## src/rtl/pad_insert_filter.sv

```systemverilog
`default_nettype none
// +----------------------------------------------------------------------------+
// | Module : pad_insert_filter                                                 |
// | Brief  : Embeds a streamed sub-image into a full frame of pad pixels.      |
// | Rev    : 1.0  initial release                                              |
// +----------------------------------------------------------------------------+
module pad_insert_filter #(
  parameter int PIXEL_BIT_WIDTH = 12,
  parameter int IN_ROWS         = 20,
  parameter int IN_COLS         = 20,
  parameter int OUT_ROWS        = 40,
  parameter int OUT_COLS        = 40,
  parameter int Y_1             = 10,
  parameter int X_1             = 10,
  parameter logic [PIXEL_BIT_WIDTH-1:0] PAD_VALUE = '0
) (
  input  logic                       clk,
  input  logic                       reset,
  input  logic [PIXEL_BIT_WIDTH-1:0] pixel_in,
  input  logic                       in_valid,
  output logic                       in_ready,
  output logic [PIXEL_BIT_WIDTH-1:0] pixel_out,
  output logic                       out_valid,
  input  logic                       out_ready,
  output logic                       out_sof,
  output logic                       out_eof
);

  localparam int XW = $clog2(OUT_COLS + 1);
  localparam int YW = $clog2(OUT_ROWS + 1);

  localparam logic [XW-1:0] c_X_LO   = XW'(X_1);
  localparam logic [XW-1:0] c_X_HI   = XW'(X_1 + IN_COLS);
  localparam logic [XW-1:0] c_X_LAST = XW'(OUT_COLS - 1);
  localparam logic [YW-1:0] c_Y_LO   = YW'(Y_1);
  localparam logic [YW-1:0] c_Y_HI   = YW'(Y_1 + IN_ROWS);
  localparam logic [YW-1:0] c_Y_LAST = YW'(OUT_ROWS - 1);

  generate
    if ((Y_1 + IN_ROWS > OUT_ROWS) || (X_1 + IN_COLS > OUT_COLS)) begin : g_geom_err
      $error("pad_insert_filter: sub-image window does not fit inside the output frame");
    end
  endgenerate

  // r_x/r_y address the next pixel to be produced, not the one on pixel_out
  logic [XW-1:0]              r_x;
  logic [YW-1:0]              r_y;
  logic [PIXEL_BIT_WIDTH-1:0] r_pixel;
  logic                       r_valid;
  logic                       r_sof;
  logic                       r_eof;

  logic w_inside;
  logic w_load_en;
  logic w_produce;
  logic w_last_x;
  logic w_last_y;

  assign w_inside  = (r_y >= c_Y_LO) && (r_y < c_Y_HI) && (r_x >= c_X_LO) && (r_x < c_X_HI);
  assign w_load_en = !r_valid || out_ready;
  assign w_produce = w_load_en && (w_inside ? in_valid : 1'b1);
  assign w_last_x  = (r_x == c_X_LAST);
  assign w_last_y  = (r_y == c_Y_LAST);

  assign in_ready  = w_load_en && w_inside;
  assign pixel_out = r_pixel;
  assign out_valid = r_valid;
  assign out_sof   = r_sof;
  assign out_eof   = r_eof;

  always_ff @(posedge clk) begin
    if (reset) begin
      r_x     <= '0;
      r_y     <= '0;
      r_pixel <= '0;
      r_valid <= 1'b0;
      r_sof   <= 1'b0;
      r_eof   <= 1'b0;
    end else if (w_load_en) begin
      if (w_produce) begin
        r_pixel <= w_inside ? pixel_in : PAD_VALUE;
        r_valid <= 1'b1;
        r_sof   <= (r_x == '0) && (r_y == '0);
        r_eof   <= w_last_x && w_last_y;
        if (w_last_x) begin
          r_x <= '0;
          r_y <= w_last_y ? '0 : r_y + 1'b1;
        end else begin
          r_x <= r_x + 1'b1;
        end
      end else begin
        // window pixel with no input available: bubble, position held
        r_valid <= 1'b0;
      end
    end
  end

endmodule
`default_nettype wire
```

## config.mk

```make
export PLATFORM = sky130hd
export DESIGN_NAME = pad_insert_filter
export DESIGN_NICKNAME = d
export VERILOG_FILES = /design/src/rtl/pad_insert_filter.sv
export SDC_FILE = /design/constraint.sdc
export NUM_CORES = 1
export LEC_CHECK = 0
export BUFFER_PORTS_ARGS = -buffer_cell sky130_fd_sc_hd__buf_2
export CAP_MARGIN = 10
export CORE_MARGIN = 5
export CORE_UTILIZATION = 46
export CTS_BUF_LIST = sky130_fd_sc_hd__clkbuf_16
export DETAILED_ROUTE_END_ITERATION = 10
export PLACE_DENSITY = 0.82
export SYNTH_ARGS = -nofsm -noshare
export SYNTH_HDL_FRONTEND = slang
export SYNTH_SLANG_ARGS = --single-unit
```

## constraint.sdc

```tcl
create_clock -name clk -period 2.15 [get_ports clk]
set_input_delay 0.215 -clock clk [delete_from_list [all_inputs] [get_ports clk]]
set_output_delay 0.215 -clock clk [all_outputs]
set_load 0.1 [all_outputs]
```

# == Yosys cells after proc, flatten, opt, wreduce, memory -nomap -nowiden ==
# Index checks and enable logic that the tools add are counted.
# word_totals
output_inout_bits,16
mem_count,0
ramBits,0
latchBits,0
romBits,0
wordCells,32
ff_bits,27
inputBits,16
# classes
n_mul,0
n_div,0
n_addsub,2
n_reduce_logical,13
eq_ne,2
n_shift,0
n_mux,5
magnitude_cmp,4
bitwise,0
# ops
operator,count
adder 6 x 1 -> 6 bit (second input constant),2
== test 6 bit (second input constant),2
greater-or-equal comparator 6 x 4 -> 1 bit (second input constant),2
zero test 6 bit,2
less-than comparator 6 x 5 -> 1 bit (second input constant),2
2-to-1 mux 12 bit,1
2-to-1 mux 6 bit,2
logical AND 1 bit,7
AND reduction 3 bit,1
2-to-1 mux 1 bit,2
AND reduction 2 bit,1
zero test 1 bit,1
logical OR 1 bit,1

# == Longest topological paths before layout ==
# Gate-level depths: netlist of the first run.
# logic_depth
word_depth,7
depth_mapped,8
depth_no_buf,7

# == Worst setup path after synthesis of the first run ==
# OpenSTA, ideal clock, no wires.
# synth_timing
kind,reg-to-reg
start,"reg r_valid, in the netlist out_valid"
end,"reg r_pixel[0], in the netlist pixel_out[0]"
t_arrival_ns,4.085
path_stages_with_launch,7
path_buffers,2
slack_ns,-1.998
cell_sequence,dfxtp_1 nand2b_1 clkbuf_2 nor3b_1 nor3b_1 buf_2 a22o_1
# synth_via
elab_chain_cells,4
# synth_lines
item,line,rtl
"start, declared",49,logic r_valid;
"start signal, assigned",76,r_valid <= 1'b0;
"start signal, assigned",82,r_valid <= 1'b1;
"start signal, assigned",93,r_valid <= 1'b0;
zero test 1 bit *,60,assign w_load_en = !r_valid || out_ready;
logical OR 1 bit *,60,
logical AND 1 bit,61,assign w_produce = w_load_en && (w_inside ? in_valid : 1'b1);
AND reduction 2 bit (no line) *,n/a,
"end signal, assigned",81,r_pixel <= w_inside ? pixel_in : PAD_VALUE;
"end, declared",48,logic [PIXEL_BIT_WIDTH-1:0] r_pixel;
# Every way passes the cells marked *; elsewhere a longest branch is shown, timed or not.
# A chain may end at the register's enable or synchronous reset.

# == Worst setup path after layout of the first run ==
# layout_timing
start,reg r_x[0]
end,out in_ready
# layout_via
elab_chain_cells,4
elab_cells_between_ends,5
# layout_lines
item,line,rtl
"start, declared",46,logic [XW-1:0] r_x;
"start signal, assigned",89,r_x <= r_x + 1'b1;
greater-or-equal comparator 6 x 4 -> 1 bit,59,assign w_inside = (r_y >= c_Y_LO) && (r_y < c_Y_HI) && (r_x >= c_X_LO) && (r_x < c_X_HI);
logical AND 1 bit,59,
logical AND 1 bit *,59,
logical AND 1 bit *,65,assign in_ready = w_load_en && w_inside;
"end, declared",21,"output logic in_ready,"
# Marks and branches as above.

==> results of run 1 <==
==> per-layer routing <==
layer	share of wire	vias up	wire, um
li1	-	563	-
met3	0.079	2	218
met2	0.47	35	1298
met4	0.0044	0	12
met1	0.44	506	1216
met5	0	-	0
==> state kept, by name (all words and copies together) (netlist names) <==
register and cells:
pixel_out 12, r_x 6, r_y 6, out_eof 1
out_sof 1, out_valid 1
==> report_power, final <==
group | switching (mW) | internal [mW] | leakage, nW
clock network | 0.153 | 0.250 | 0.0409
logic | 0.0575 | 0.0325 | 0.410
registers | 0.00782 | 0.508 | 0.220
==> layout by cell type, fill, tap and decap left out <==
cell type  Yosys  layout
nand4_1        4       4
a311oi_1       1       1
nand3_1        6       6
dfxtp_1       27      23
nor3b_4        0       2
or3_2          2       2
or3_1          4       4
or4b_4         0       1
clkbuf_16      0       3
clkinv_2       0       1
nand3_2        1       1
nor4_1         1       1
and4_1         1       1
inv_2          0       1
nand3b_1       1       1
nor3_1         3       3
buf_2          6      30
or3b_1         1       1
ha_1           6       6
or4_1          3       3
o21ai_0        6       6
dfxtp_4        0       1
dfxtp_2        0       3
a211oi_1       1       1
nand2b_1       1       1
a21oi_1       13      13
or2_2          2       2
nor2b_1        1       1
xor2_1         1       1
a22o_1        12      12
buf_4          0      10
nand2_1        8       8
inv_1          7       6
nor2_1         6       6
o31ai_2        0       2
o31a_2         1       1
nand4b_1       1       1
==> timing repair <==
item,CTS,global route
endpoints found under the setup margin,0,19
buffers inserted,0,0
hold endpoints to repair,0,0
resized for setup,0,6
hold buffers,0,0
==> worst register-to-register path, stage by stage, from the launching register on <==
cell	delay, ns
dfxtp_1	0.33
inv_1	0.06
ha_1	0.19
o31a_2	0.29
o31ai_2	0.27
o31ai_2	0.16
buf_4	0.18
or3b_1	0.34
a21oi_1	0.15
==> cell type report <==
| cell class | count | share of cell area |
|---|---|---|
| multi-input combinational | 92 | 0.4136 |
| sequential | 27 | 0.3504 |
| timing repair buffer | 40 | 0.1440 |
| clock buffer | 3 | 0.04800 |
| tap | 30 | 0.02400 |
| inverter | 7 | 0.01680 |
| clock inverter | 1 | 0.003200 |
==> kinds of logic after synthesis <==
kind of cell	after synthesis	share of synthesized area
and+or+nand+nor	49	0.2331
AOI/OAI and AO/OA	36	0.1973
DFF	27	0.4417
buffers and inverters	17	0.05931
adders and majority gates	6	0.06135
xor gates and xnor gates	1	0.007159
==> worst min path at each step <==
stage,start,endpoint
2_1_floorplan,pixel_in[0],pixel_out[0]
3_3_place_gp,pixel_in[1],pixel_out[1]
3_5_place_dp,out_eof,out_eof
4_1_cts,pixel_in[0],pixel_out[0]
5_1_grt,pixel_in[3],pixel_out[3]
6_report,pixel_in[0],pixel_out[0]
==> flow_metrics.py, run 1 <==
metrics = {
    "grt": {
        "grt.busiest_layer": "met2",
        "grtUsageMet3": 0.02096,
        "grtUsageMet1": 0.1850,
        "grt_pass1_wl_um": 4133,
        "grt_pass1_vias": 945,
        "overflow": 0,
        "grt_use_total": 0.1418,
        "grt_max_degree": 19,
        "grt_antenna_before_repair": 0,
        "use_met2": 0.2436,
    },
    "setup_path": {
        "path_max_fanout": 3,
        "critPathBufInv": 3,
        "startpoint": "r_x[0]",
        "slowest_stage": "dfxtp_1",
        "ff2ff_path_depth": 8,
        "crit_chain": "inv_1 > ha_1 > o31a_2 > o31ai_2 > buf_4 > nor3b_4 > buf_4",
        "max_stage_delay_ns": 0.33,
        "arrival_ns": 1.86,
        "cp-start-kind": "flop",
        "reg2reg_from": "r_x[0]",
        "crit_end": "in_ready",
        "path_delay_family": "compound AO/OA/AOI/OAI gates",
        "end_kind": "output port",
        "worst_ep_required_time_ns": 1.93,
        "path_depth": 7,
        "r2r_end": "r_x[1]",
        "cp_common_cell": "buf_4",
        "crit_type": "reg2out",
        "r2r_slack_ns": 0.09,
    },
    "logic_synthesis": {
        "synth_area_leaders": "dfxtp_1, a22o_1, ha_1",
        "async_flop_share": 0,
        "synth-seq-cells": 27,
        "synthCells": 136,
        "syn_area_um2": 1224,
        "synth_common_cells": "dfxtp_1, a21oi_1, a22o_1",
        "synth_nets": 158,
        "netlist.top_cell.by_area": "dfxtp_1",
        "ys_types": 33,
        "synth.top_cell.area_share": 0.4417,
        "ys_warn_count": 0,
        "synthFlopType": "dfxtp_1",
        "yosysMostFrequentCell": "dfxtp_1",
        "syn_area_per_cell_um2": 8.998,
        "synth_enable_flop_cells": 0,
        "synth_seq_area_share": 0.4417,
    },
    "routing": {
        "drc_errors": 0,
        "first_iter_violations": 51,
        "wl_per_cell_um": 13.73,
        "dr_total_vias": 1106,
        "drt_pass1_iterations": 4,
        "vias_per_cell": 5.530,
        "wirelength_um": 2745,
        "postRouteAntennaNets": 0,
    },
    "place": {
        "dpl_cell_area_um2": 1466,
        "io_buffers": 31,
        "place.gp.congestion": 0.8531,
        "dp_cells": 196,
        "dpl.hpwl_um": 2079,
        "dp_slack_ns": 0.05864,
    },
    "timing": {
        "hold_violations": 0,
        "whs_ns": 0.1874,
        "fin_crit_sh": 0.9670,
        "fmax_mhz": 481.0,
        "fin_setup_tns_ns": 0,
        "period_needed_ns": 2.079,
        "timing.final.ws_setup_ns": 0.07101,
        "finalSetupViolCount": 0,
        "relSlewSlack": 0.6537,
        "skew_ns": 0.002182,
        "slew_viol_final": 0,
        "tightest_slew_ns": 0.5154,
    },
    "layout": {
        "fin_area_um2": 1564,
        "drive_gt1_frac": 0.3529,
        "area_growth_pct": 27.81,
        "ff_latch_area_um2": 548.0,
        "finalNonFillerCells": 200,
        "nFillCells": 200,
        "final_nets": 193,
        "fin_util": 0.6256,
        "num_antenna_cells": 0,
        "multi_input_area_um2": 646.9,
    },
    "clock_tree": {
        "numCtsBuffers": 3,
        "clkSinkCount": 27,
        "insertion_delay_ns": 0.25,
        "clock-root-buffer": "clkbuf_16",
        "clkTransAtPathRegs_ns": 0.06,
        "cts_tree": "done",
        "clk_path_buf_depth": 2,
        "h-tree-depth": 1,
    },
    "floorplanning": {
        "core_um2": 2500,
        "die_h_um": 61.58,
        "initial_core_util": 0.4895,
        "die_area_um2": 3791,
        "core.rowCount": 18,
        "die_w_um": 61.58,
        "pin_count": 32,
    },
    "pwr": {
        "power_density_nw_per_um2": 644.7,
        "finalPower_mw": 1.008,
        "peakVddDrop_uv": 454.9,
        "p_leak_nw": 0.6707,
    },
    "worst_hold_path": {
        "whs_path_depth": 2,
        "min_path_type": "in2reg",
    },
    "run": {
        "maxCapViolations": 0,
    },
    "run_status": {
        "status": "complete, no violations",
    },
}
No activity file was read; power rests on OpenSTA's default activity.
==> run 2, diff against run 1 <==
--- a/config.mk
+++ b/config.mk
@@ -7,7 +7,6 @@
 export LEC_CHECK = 0
 export BUFFER_PORTS_ARGS = -buffer_cell sky130_fd_sc_hd__buf_2
 export CAP_MARGIN = 10
-export CORE_MARGIN = 5
 export CORE_UTILIZATION = 46
 export CTS_BUF_LIST = sky130_fd_sc_hd__clkbuf_16
 export DETAILED_ROUTE_END_ITERATION = 10
==> run 2 against run 1 <==
Compared with the run above: final cell count is the same; flip-flop and latch count unchanged; maximum frequency down 0.49%; clock power is 2% higher; critical path depth is 1 higher; die area shrank 24%; worst setup slack worse by 0.010 ns; final area grew 0.72%; critical endpoint is now r_x[3]; largest power group unchanged; non-clock buffer count unchanged; highest routed layer unchanged; routed wire length is 3.9% lower; sequential share of layout area shrank 0.092 points.
==> flow_metrics.py, run 2 (same netlist as run 1, synthesis figures left out) <==
metrics = {
    "layout": {
        "largest_reg_flops": 12,
        "num_antenna_cells": 0,
        "final_common_cell": "buf_2",
        "final_nets": 193,
        "final_cell_mix": "buf_2, dfxtp_1, a21oi_1",
        "area_growth_pct": 28.73,
        "finalNonFillerCells": 200,
        "fin_util": 0.6301,
        "drive_gt1_frac": 0.3588,
    },
    "grt": {
        "grt_pass1_vias": 969,
        "grt_antenna_before_repair": 0,
        "grt_max_degree": 19,
        "grt_use_total": 0.1943,
        "grt_pass1_wl_um": 4043,
        "overflow": 0,
    },
    "floorplanning": {
        "core_um2": 2500,
        "die_h_um": 53.58,
        "die_area_um2": 2870,
        "initial_core_util": 0.4895,
        "pin_count": 32,
        "die_w_um": 53.58,
        "core.rowCount": 18,
    },
    "routing": {
        "postRouteAntennaNets": 0,
        "dr_total_vias": 1112,
        "drc_errors": 0,
        "drt_pass1_iterations": 4,
        "wirelength_um": 2639,
        "vias_per_cell": 5.560,
        "first_iter_violations": 25,
        "wl_per_cell_um": 13.20,
    },
    "worst_hold_path": {
        "min_path_type": "in2reg",
        "min-delay-start": "pixel_in[5]",
        "hold_end": "pixel_out[5]",
        "whs_path_depth": 2,
    },
    "setup_path": {
        "path_max_fanout": 13,
        "cp-start-kind": "flop",
        "ff2ff_path_depth": 8,
        "end_kind": "flop",
        "r2r_slack_ns": 0.06,
        "worst_ep_required_time_ns": 2.34,
        "arrival_ns": 2.28,
        "crit_type": "reg2reg",
        "reg2reg_from": "r_y[0]",
        "r2r_end": "r_x[3]",
    },
    "run_status": {
        "status": "complete, no violations",
    },
    "timing": {
        "period_needed_ns": 2.089,
        "tightest_slew_ns": 0.5335,
        "skew_ns": 0.002626,
        "slew_viol_final": 0,
        "relSlewSlack": 0.6416,
        "fin_crit_sh": 0.9717,
        "finalSetupViolCount": 0,
        "fmax_mhz": 478.7,
        "hold_violations": 0,
        "rsz0062_at_grt": "yes",
    },
    "run": {
        "maxCapViolations": 0,
    },
    "place": {
        "io_buffers": 31,
        "place.gp.congestion": 0.9011,
        "dp_cells": 196,
        "dpl.hpwl_um": 1953,
    },
    "clock_tree": {
        "cts_setup_buffers": 0,
        "clock-root-buffer": "clkbuf_16",
        "clkTransAtPathRegs_ns": 0.06,
        "clkSinkCount": 27,
        "cts_tree": "done",
        "cts_hold_buf": 0,
        "insertion_delay_ns": 0.26,
        "h-tree-depth": 1,
        "clk_path_buf_depth": 2,
        "numCtsBuffers": 3,
    },
    "pwr": {
        "peakVddDrop_uv": 512.2,
        "p_leak_nw": 0.6700,
        "power_density_nw_per_um2": 644.4,
    },
}
==> run 2: metrics by stage <==
| step | instance area (um2) | total power, mW | TNS [ns] | hold WS [ns] | setup WS (ns) |
|---|---|---|---|---|---|
| 6_report | 1575 | 1.015 | 0 | 0.1816 | 0.06081 |
| 5_1_grt | 1575 | 1.058 | -0.09227 | 0.1743 | -0.06075 |
| 4_1_cts | 1550 | 1.033 | 0 | 0.1757 | 0.004641 |
| 3_5_place_dp | 1466 | 0.6161 | 0 | 0.4454 | 0.006097 |
| 3_3_place_gp | 1466 | 0.6127 | 0 | 0.4386 | 0.1041 |
| 2_1_floorplan | 1259 | 0.5825 | -2.000 | 0.3541 | -0.1856 |
==> run 2: worst max path at each step <==
stage,from,to,depth (start not counted)
floorplan,r_y[0],pixel_out[0],8
global placement,r_x[0],r_x[3],8
detailed placement,r_x[0],r_x[3],8
CTS,r_x[0],r_x[3],8
global route,r_y[0],r_x[3],8
finish,r_y[0],r_x[3],8
==> run 2: area by class of cell <==
cell class                 instances  area, um2
timing repair buffer              40      225.2
multi-input combinational         92      655.6
sequential                        27      550.5
fill                             193      924.6
clock inverter                     1      5.005
tap                               30      37.54
inverter                           7      26.28
clock buffer                       3      75.07
==> run 2: what timing repair did <==
action | in CTS | in global routing
cloned | 0 | 0
setup endpoints to repair | 1 | 20
resized for setup | 1 | 7
==> run 2: power by group <==
part           internal [mW]  leakage, nW  switching [mW]
logic                 0.0337        0.409          0.0599
registers              0.506        0.221         0.00490
clock network          0.250       0.0409           0.160
total                  0.790        0.670           0.225
==> run 2: metal layers <==
layer	routed length, um	track usage
met1	1229	0.2439
met2	1287	0.3313
met3	113	0.04802
met4	7	0.04825
met5	0	0
==> run 2: critical path, stage by stage (launching register included) <==
cell	delay (ns)
dfxtp_4	0.37
inv_2	0.04
ha_1	0.18
or4_1	0.41
nand4b_1	0.14
o31ai_1	0.09
buf_4	0.18
or4_1	0.49
a21oi_1	0.12
